**config.mk**
```make
export PLATFORM = sky130hd
export DESIGN_NAME = ram_rr_access_arbiter_flat
export DESIGN_NICKNAME = d
export VERILOG_FILES = /design/src/rtl/ram_rr_access_arbiter_if.sv /design/src/rtl/ram_rr_access_arbiter.sv /design/src/flat_wrapper.sv
export SDC_FILE = /design/constraint.sdc
export NUM_CORES = 1
export LEC_CHECK = 0
export BUFFER_PORTS_ARGS = -buffer_cell sky130_fd_sc_hd__buf_2
export CAP_MARGIN = 15
export CORE_ASPECT_RATIO = 1.1
export CORE_UTILIZATION = 45
export CTS_CLUSTER_DIAMETER = 120
export DETAILED_ROUTE_END_ITERATION = 16
export GPL_TIMING_DRIVEN = 0
export PLACE_DENSITY = 0.66
export SYNTH_ARGS = -nofsm -noshare
export SYNTH_HDL_FRONTEND = slang
export SYNTH_SLANG_ARGS = --single-unit
export TNS_END_PERCENT = 50
```
**constraint.sdc**
```tcl
create_clock -name clock -period 6.4 [get_ports clock]
set_input_delay 0.64 -clock clock [delete_from_list [all_inputs] [get_ports clock]]
set_output_delay 0.64 -clock clock [all_outputs]
set_load 0.03 [all_outputs]
```
**src/rtl/ram_rr_access_arbiter_if.sv**
```systemverilog
// Bus bundle for the RAM round-robin arbiter: requester commands, one RAM port and
// the tagged read-response stream. slave = arbiter view, master = environment view.
interface ram_rr_access_arbiter_if #(
  parameter int NUM   = 4,
  parameter int DSIZE = 32,
  parameter int ASIZE = 12
);
  localparam int CW  = DSIZE + ASIZE + 1;
  localparam int IDW = $clog2(NUM);

  logic [NUM-1:0]         req_valid;
  logic [NUM*CW-1:0]      req_data;
  logic [NUM-1:0]         req_ready;
  logic                   ram_en;
  logic                   ram_we;
  logic [ASIZE-1:0]       ram_addr;
  logic [DSIZE-1:0]       ram_din;
  logic [DSIZE-1:0]       ram_dout;
  logic                   rsp_valid;
  logic [DSIZE+ASIZE-1:0] rsp_data;
  logic [IDW-1:0]         rsp_id;
  logic                   rsp_ready;

  modport slave (
    input  req_valid, req_data, ram_dout, rsp_ready,
    output req_ready, ram_en, ram_we, ram_addr, ram_din, rsp_valid, rsp_data, rsp_id
  );

  modport master (
    output req_valid, req_data, ram_dout, rsp_ready,
    input  req_ready, ram_en, ram_we, ram_addr, ram_din, rsp_valid, rsp_data, rsp_id
  );
endinterface

```
**src/rtl/ram_rr_access_arbiter.sv**
```systemverilog
// Round-robin arbiter sharing one RAM port among NUM requesters; reads are tracked
// through a latency tag pipeline and returned via a credit-protected FWFT response FIFO.
module ram_rr_access_arbiter #(
  parameter int NUM       = 4,
  parameter int DSIZE     = 32,
  parameter int ASIZE     = 12,
  parameter int RD_LAT    = 3,
  parameter int RSP_DEPTH = 8
) (
  input logic               clock,
  input logic               rst_n,
  ram_rr_access_arbiter_if.slave bus
);
  localparam int CW  = DSIZE + ASIZE + 1;
  localparam int IDW = $clog2(NUM);
  localparam int PW  = $clog2(RSP_DEPTH);
  localparam int CRW = PW + 1;
  localparam int RW  = IDW + ASIZE + DSIZE;

  logic [CW-1:0]    cmd [NUM];
  logic [NUM-1:0]   eligible;
  logic [CRW-1:0]   credits;
  logic [IDW-1:0]   rr_ptr;
  logic [IDW-1:0]   cand;
  logic [IDW-1:0]   grant_idx;
  logic             grant_valid;
  logic [CW-1:0]    grant_cmd;
  logic             grant_we;
  logic             hs;
  logic             rd_hs;
  logic             pop;

  logic             ram_en_q;
  logic             ram_we_q;
  logic [ASIZE-1:0] ram_addr_q;
  logic [DSIZE-1:0] ram_din_q;
  logic [IDW-1:0]   issue_id;

  logic             pipe_v    [RD_LAT];
  logic [IDW-1:0]   pipe_id   [RD_LAT];
  logic [ASIZE-1:0] pipe_addr [RD_LAT];

  logic [RW-1:0]    fifo_mem [RSP_DEPTH];
  logic [PW:0]      wr_ptr;
  logic [PW:0]      rd_ptr;
  logic             fifo_wr;
  logic             fifo_full;
  logic             rsp_valid;
  logic [RW-1:0]    fifo_head;

  // A read is only eligible while a response slot is reserved for it.
  for (genvar i = 0; i < NUM; i++) begin : g_req
    assign cmd[i]      = bus.req_data[i*CW +: CW];
    assign eligible[i] = bus.req_valid[i] & (cmd[i][CW-1] | (credits != '0));
  end

  always_comb begin
    grant_valid = 1'b0;
    grant_idx   = '0;
    cand        = '0;
    for (int k = 1; k <= NUM; k++) begin
      cand = IDW'((int'(rr_ptr) + k) % NUM);
      if (!grant_valid && eligible[cand]) begin
        grant_valid = 1'b1;
        grant_idx   = cand;
      end
    end
  end

  assign grant_cmd     = cmd[grant_idx];
  assign grant_we      = grant_cmd[CW-1];
  assign hs            = grant_valid & rst_n;
  assign rd_hs         = hs & ~grant_we;
  assign pop           = rsp_valid & bus.rsp_ready;
  assign bus.req_ready = hs ? (NUM'(1) << grant_idx) : '0;

  always_ff @(posedge clock or negedge rst_n) begin
    if (!rst_n) begin
      rr_ptr     <= IDW'(NUM - 1);
      ram_en_q   <= 1'b0;
      ram_we_q   <= 1'b0;
      ram_addr_q <= '0;
      ram_din_q  <= '0;
      issue_id   <= '0;
    end else begin
      ram_en_q <= hs;
      ram_we_q <= hs & grant_we;
      if (hs) begin
        rr_ptr     <= grant_idx;
        issue_id   <= grant_idx;
        ram_addr_q <= grant_cmd[DSIZE +: ASIZE];
        ram_din_q  <= grant_cmd[DSIZE-1:0];
      end
    end
  end

  assign bus.ram_en   = ram_en_q;
  assign bus.ram_we   = ram_we_q;
  assign bus.ram_addr = ram_addr_q;
  assign bus.ram_din  = ram_din_q;

  always_ff @(posedge clock or negedge rst_n) begin
    if (!rst_n) begin
      credits <= CRW'(RSP_DEPTH);
    end else begin
      case ({rd_hs, pop})
        2'b10:   credits <= credits - CRW'(1);
        2'b01:   credits <= credits + CRW'(1);
        default: credits <= credits;
      endcase
    end
  end

  // Stage RD_LAT-1 lines up with the cycle the RAM presents the read data.
  always_ff @(posedge clock or negedge rst_n) begin
    if (!rst_n) begin
      for (int s = 0; s < RD_LAT; s++) begin
        pipe_v[s]    <= 1'b0;
        pipe_id[s]   <= '0;
        pipe_addr[s] <= '0;
      end
    end else begin
      pipe_v[0]    <= ram_en_q & ~ram_we_q;
      pipe_id[0]   <= issue_id;
      pipe_addr[0] <= ram_addr_q;
      for (int s = 1; s < RD_LAT; s++) begin
        pipe_v[s]    <= pipe_v[s-1];
        pipe_id[s]   <= pipe_id[s-1];
        pipe_addr[s] <= pipe_addr[s-1];
      end
    end
  end

  assign fifo_wr = pipe_v[RD_LAT-1];

  always_ff @(posedge clock) begin
    if (fifo_wr) begin
      fifo_mem[wr_ptr[PW-1:0]] <= {pipe_id[RD_LAT-1], pipe_addr[RD_LAT-1], bus.ram_dout};
    end
  end

  always_ff @(posedge clock or negedge rst_n) begin
    if (!rst_n) begin
      wr_ptr <= '0;
      rd_ptr <= '0;
    end else begin
      if (fifo_wr) wr_ptr <= wr_ptr + 1'b1;
      if (pop)     rd_ptr <= rd_ptr + 1'b1;
    end
  end

  assign fifo_full     = (wr_ptr[PW] != rd_ptr[PW]) && (wr_ptr[PW-1:0] == rd_ptr[PW-1:0]);
  assign rsp_valid     = (wr_ptr != rd_ptr);
  assign fifo_head     = fifo_mem[rd_ptr[PW-1:0]];
  assign bus.rsp_valid = rsp_valid;
  assign bus.rsp_data  = rsp_valid ? fifo_head[ASIZE+DSIZE-1:0] : '0;
  assign bus.rsp_id    = rsp_valid ? fifo_head[RW-1 -: IDW] : '0;

  credits_max: assert property (@(posedge clock) disable iff (!rst_n)
    credits <= CRW'(RSP_DEPTH));
  credits_underflow: assert property (@(posedge clock) disable iff (!rst_n)
    !(rd_hs && credits == '0));
  fifo_no_overflow: assert property (@(posedge clock) disable iff (!rst_n)
    !(fifo_wr && fifo_full));
endmodule

```
**src/flat_wrapper.sv**
```systemverilog
// flat-port wrapper written by rule: the top's interface ports become plain ports
module ram_rr_access_arbiter_flat 
#(
  parameter int NUM       = 4,
  parameter int DSIZE     = 32,
  parameter int ASIZE     = 12,
  parameter int RD_LAT    = 3,
  parameter int RSP_DEPTH = 8
)
  (clock, rst_n, bus_req_valid, bus_req_data, bus_ram_dout, bus_rsp_ready, bus_req_ready, bus_ram_en, bus_ram_we, bus_ram_addr, bus_ram_din, bus_rsp_valid, bus_rsp_data, bus_rsp_id);
  ram_rr_access_arbiter_if #(.NUM(NUM), .DSIZE(DSIZE), .ASIZE(ASIZE)) bus_i ();
  input logic clock;
  input logic rst_n;
  input wire logic [$bits(bus_i.req_valid)-1:0] bus_req_valid;
  input wire logic [$bits(bus_i.req_data)-1:0] bus_req_data;
  input wire logic [$bits(bus_i.ram_dout)-1:0] bus_ram_dout;
  input wire logic [$bits(bus_i.rsp_ready)-1:0] bus_rsp_ready;
  output wire logic [$bits(bus_i.req_ready)-1:0] bus_req_ready;
  output wire logic [$bits(bus_i.ram_en)-1:0] bus_ram_en;
  output wire logic [$bits(bus_i.ram_we)-1:0] bus_ram_we;
  output wire logic [$bits(bus_i.ram_addr)-1:0] bus_ram_addr;
  output wire logic [$bits(bus_i.ram_din)-1:0] bus_ram_din;
  output wire logic [$bits(bus_i.rsp_valid)-1:0] bus_rsp_valid;
  output wire logic [$bits(bus_i.rsp_data)-1:0] bus_rsp_data;
  output wire logic [$bits(bus_i.rsp_id)-1:0] bus_rsp_id;
  assign bus_i.req_valid = bus_req_valid;
  assign bus_i.req_data = bus_req_data;
  assign bus_i.ram_dout = bus_ram_dout;
  assign bus_i.rsp_ready = bus_rsp_ready;
  assign bus_req_ready = bus_i.req_ready;
  assign bus_ram_en = bus_i.ram_en;
  assign bus_ram_we = bus_i.ram_we;
  assign bus_ram_addr = bus_i.ram_addr;
  assign bus_ram_din = bus_i.ram_din;
  assign bus_rsp_valid = bus_i.rsp_valid;
  assign bus_rsp_data = bus_i.rsp_data;
  assign bus_rsp_id = bus_i.rsp_id;
  ram_rr_access_arbiter #(.NUM(NUM), .DSIZE(DSIZE), .ASIZE(ASIZE), .RD_LAT(RD_LAT), .RSP_DEPTH(RSP_DEPTH)) u_core (.clock(clock), .rst_n(rst_n), .bus(bus_i));
endmodule
```
==> impl_results.md <==
* Status: finished clean
* Primary FF master, synth: edfxtp_1
* Fin nets at ~1.7k
* Slew @ Worst Pin at roughly 1.1 ns
* Synth warn at 0
* Worst slew margin at 0.285
* R2R depth at 17
* Top-area cell type share of the netlist area at 0.579
* Max Used Layer: met5
* Max stage delay on crit path at 0.79 ns
* WP data required at 5.76 ns
* DRT Pass-1 Iters at 5
* RSZ-0062 raised after global routing: no
* Synthesis-stage register bit count at between 400 and 500
* Dpl cell area at 21800 µm²
* CP Launch Type: flop
* CP Class: flop to primary output
* Vias in the first global route at about 12k
* Placement Rows at 78
* Commonest non-fill, non-tap cells in the layout: edfxtp_1 (368), buf_2 (321), dfrtp_1 (104)
* GRT Total Usage at 0.227
* Setup crit end: bus_rsp_data[32]
* VDD IR max at 0.000252 V
* Fin crit share at 0.692
* Min cycle time layout at 4.43 ns
* P_leak at 0.00878 µW
* Pwr Density at about 500 nW/µm²
* Worst EP arrival at about 3.8 ns
* Total power at 11700 µW
* Crit path top cell by count: clkbuf_1
* Critical path fanouts, max at 10
* Final Skew at ~0.0099 ns
* Synth area leaders: edfxtp_1 (58%), dfrtp_1 (14%), mux4_2 (11%)
* CTS tree: yes
* Netlist cell types at 48
* CTS sink cnt at 475
* ANT nets after route at 0
* Post-place setup slack at 1.96 ns
* Core region area at a little over 40000 µm²
* Crit path launch: u_core.rd_ptr[0]
* Gp weighted congestion at between 0.9 and 1
* Max-slew violations at 0
* Post-synth top area cell: edfxtp_1
* DRC violations left at 0
* Fillers at around 3.3k
* Reg2reg setup slack at 2.00 ns
* Post-CTS Repair Setup Buffers at 0
* Fin area at between 20000 and 25000 µm²
* Hold Worst Slack at 0.347 ns
* Worst-Skew Late Latency at 0.56 ns
* Sequential area share after synthesis at 0.720
* Via count at 11.2k
* CTS Buffer Depth at 3
* Fmax at 226 MHz
* R2r startpoint: u_core.credits[1]
* Area delta synth->final at 23.4%
* CTS Root Cell: clkbuf_16
* Worst hold-check path type: flop to flop
* Worst Setup End Kind: primary output
* DR iter-0 viols at around 720
* Die height at between 200 and 250 µm
* Maxcap violations at 0
* Final WS setup at slightly below 2 ns
* Dpl hpwl at around 33000 µm
* Die area at between 40000 and 50000 µm²
* Via density at 5.46
* M1 wire length at about 19000 µm
* Worst path slowest cell: buf_1
* Post-CTS resize count at 0
* Met3 WL at 3420 µm
* Post-synth EDFFs at 368
* GRT Residual Overflow at 0
* Most common cell after layout, fill and taps aside: edfxtp_1
* Antenna violations before repair at 17
* Endpoints failing hold at 0
* Starting Density at 0.460
* Post-synth ARST share at 0.225
* Global-route wire length before repair at 72100 µm
* Die W at 198 µm
* Final setup vio count at 0
* Hold Path Cell Cnt at 0
* Worst-path cell chain: clkbuf_1, clkbuf_1, buf_1, mux4_2, mux2i_1, nor2_1, buf_2
* Largest net degree at the start of global routing at 92
* Worst-path clk slew at 0.06 ns
* Netlist Area Pre-Place at 19100 µm²
* Syn_nets at 1267
* Share of layout cells above drive strength 1 at 0.364
* WL/cell at about 24 µm
* Final wirelength at 48300 µm
* Metal2 WL at 24400 µm
* Crit Reg-Reg Endpoint: u_core.credits[3]
* CTS buffer count at 49
* H-tree depth at 2
* Gate Count Post-Synth at 1042
* Synth Area per Inst at about 18 µm²
* Port bufs at roughly 320
* # IOs at about 320
## cells by family (layout without fill, tap and decap cells)
kind of cell	after synthesis	in the layout	share of synthesized area
flip-flops	475	475	0.720
adder cells (fa/ha/maj)	6	6	0.00433
AND/OR/NAND/NOR	167	167	0.0406
XOR/XNOR	14	14	0.00643
AO/OA/AOI/OAI	115	115	0.0489
multiplexers	187	187	0.159
other	0	12	0
buffers and inverters	78	508	0.0211
## final cells by class
type / instances / area, µm² / area share
multi-input combinational: 489 / 4990 / 0.212
buffer: 72 / 379 / 0.0161
antenna: 12 / 30.0 / 0.00128
inverter: 6 / 22.5 / 0.000957
timing repair buffer: 339 / 2000 / 0.0849
clock buffer: 65 / 1370 / 0.0582
sequential: 475 / 13700 / 0.584
tap: 560 / 701 / 0.0298
clock inverter: 26 / 305 / 0.0130
## metal layers
layer | global-route usage | vias up
met4 | 0.0917 | 8
met5 | 0 | -
met3 | 0.0501 | 85
li1 | - | 4937
met1 | 0.281 | 5690
met2 | 0.386 | 444
## synthesized netlist by cell type, drive strengths merged (2+ instances only)
| cell | number |
|---|---|
| a211oi | 44 |
| a21boi | 3 |
| a21oi | 3 |
| a221oi | 44 |
| and2 | 46 |
| buf | 28 |
| clkbuf | 44 |
| dfrtp | 104 |
| dfstp | 3 |
| edfxtp | 368 |
| ha | 5 |
| inv | 6 |
| mux2 | 3 |
| mux2i | 92 |
| mux4 | 92 |
| nand2 | 8 |
| nand2b | 4 |
| nor2 | 101 |
| nor2b | 2 |
| nor3 | 2 |
| o2111ai | 2 |
| o21a | 2 |
| o21ai | 8 |
| o22ai | 3 |
| xnor2 | 6 |
| xor2 | 8 |
## flip-flops by register name, indices dropped and copies added, names as in the netlist
name	cells
u_core.bus.ram_addr	12
u_core.bus.ram_din	32
u_core.bus.ram_en	1
u_core.bus.ram_we	1
u_core.credits	4
u_core.fifo_mem	368
u_core.fifo_wr	1
u_core.issue_id	2
u_core.pipe_addr	36
u_core.pipe_id	6
u_core.pipe_v	2
u_core.rd_ptr	4
u_core.rr_ptr	2
u_core.wr_ptr	4
## critical path: cells and delay by family, from the launching register on
kind          cells  cell delay, ns
buf+inv           4            1.90
mux               2            0.92
flops             1            0.34
simple gates      1            0.07
## where the power goes
part	internal [µW]	switching [µW]
clock	1780	1160
combinational	1650	2790
sequential	4060	300
total	7490	4250
## through the flow
stage / TNS [ns] / utilization / std cells
floorplan: 0 / - / 1042
global placement: -117.34 / 0.515 / 1917
detailed placement: 0 / 0.526 / 1940
CTS: 0 / 0.567 / 2032
global route: 0 / 0.567 / 2040
finish: 0 / 0.567 / 2044
## what timing repair did
action / in CTS / in global routing
hold endpoints to repair: 18 / 0
endpoints found under the setup margin: 0 / 0
hold buffers: 1 / 0
## worst min-delay path by stage
stage | start | to | slack [ns]
final | u_core.pipe_addr[29] | u_core.pipe_addr[17] | 0.35
after global routing | bus_ram_dout[28] | u_core.fifo_mem[7][28] | 0.34
after CTS | bus_ram_dout[4] | u_core.fifo_mem[7][4] | 0.33
after detailed placement | u_core.pipe_addr[29] | u_core.pipe_addr[17] | 0.33
after global placement | u_core.pipe_addr[20] | u_core.pipe_addr[8] | 0.33
after floorplan | u_core.pipe_v[1] | u_core.fifo_wr | 0.33
Power figures use the tool's default switching activity.
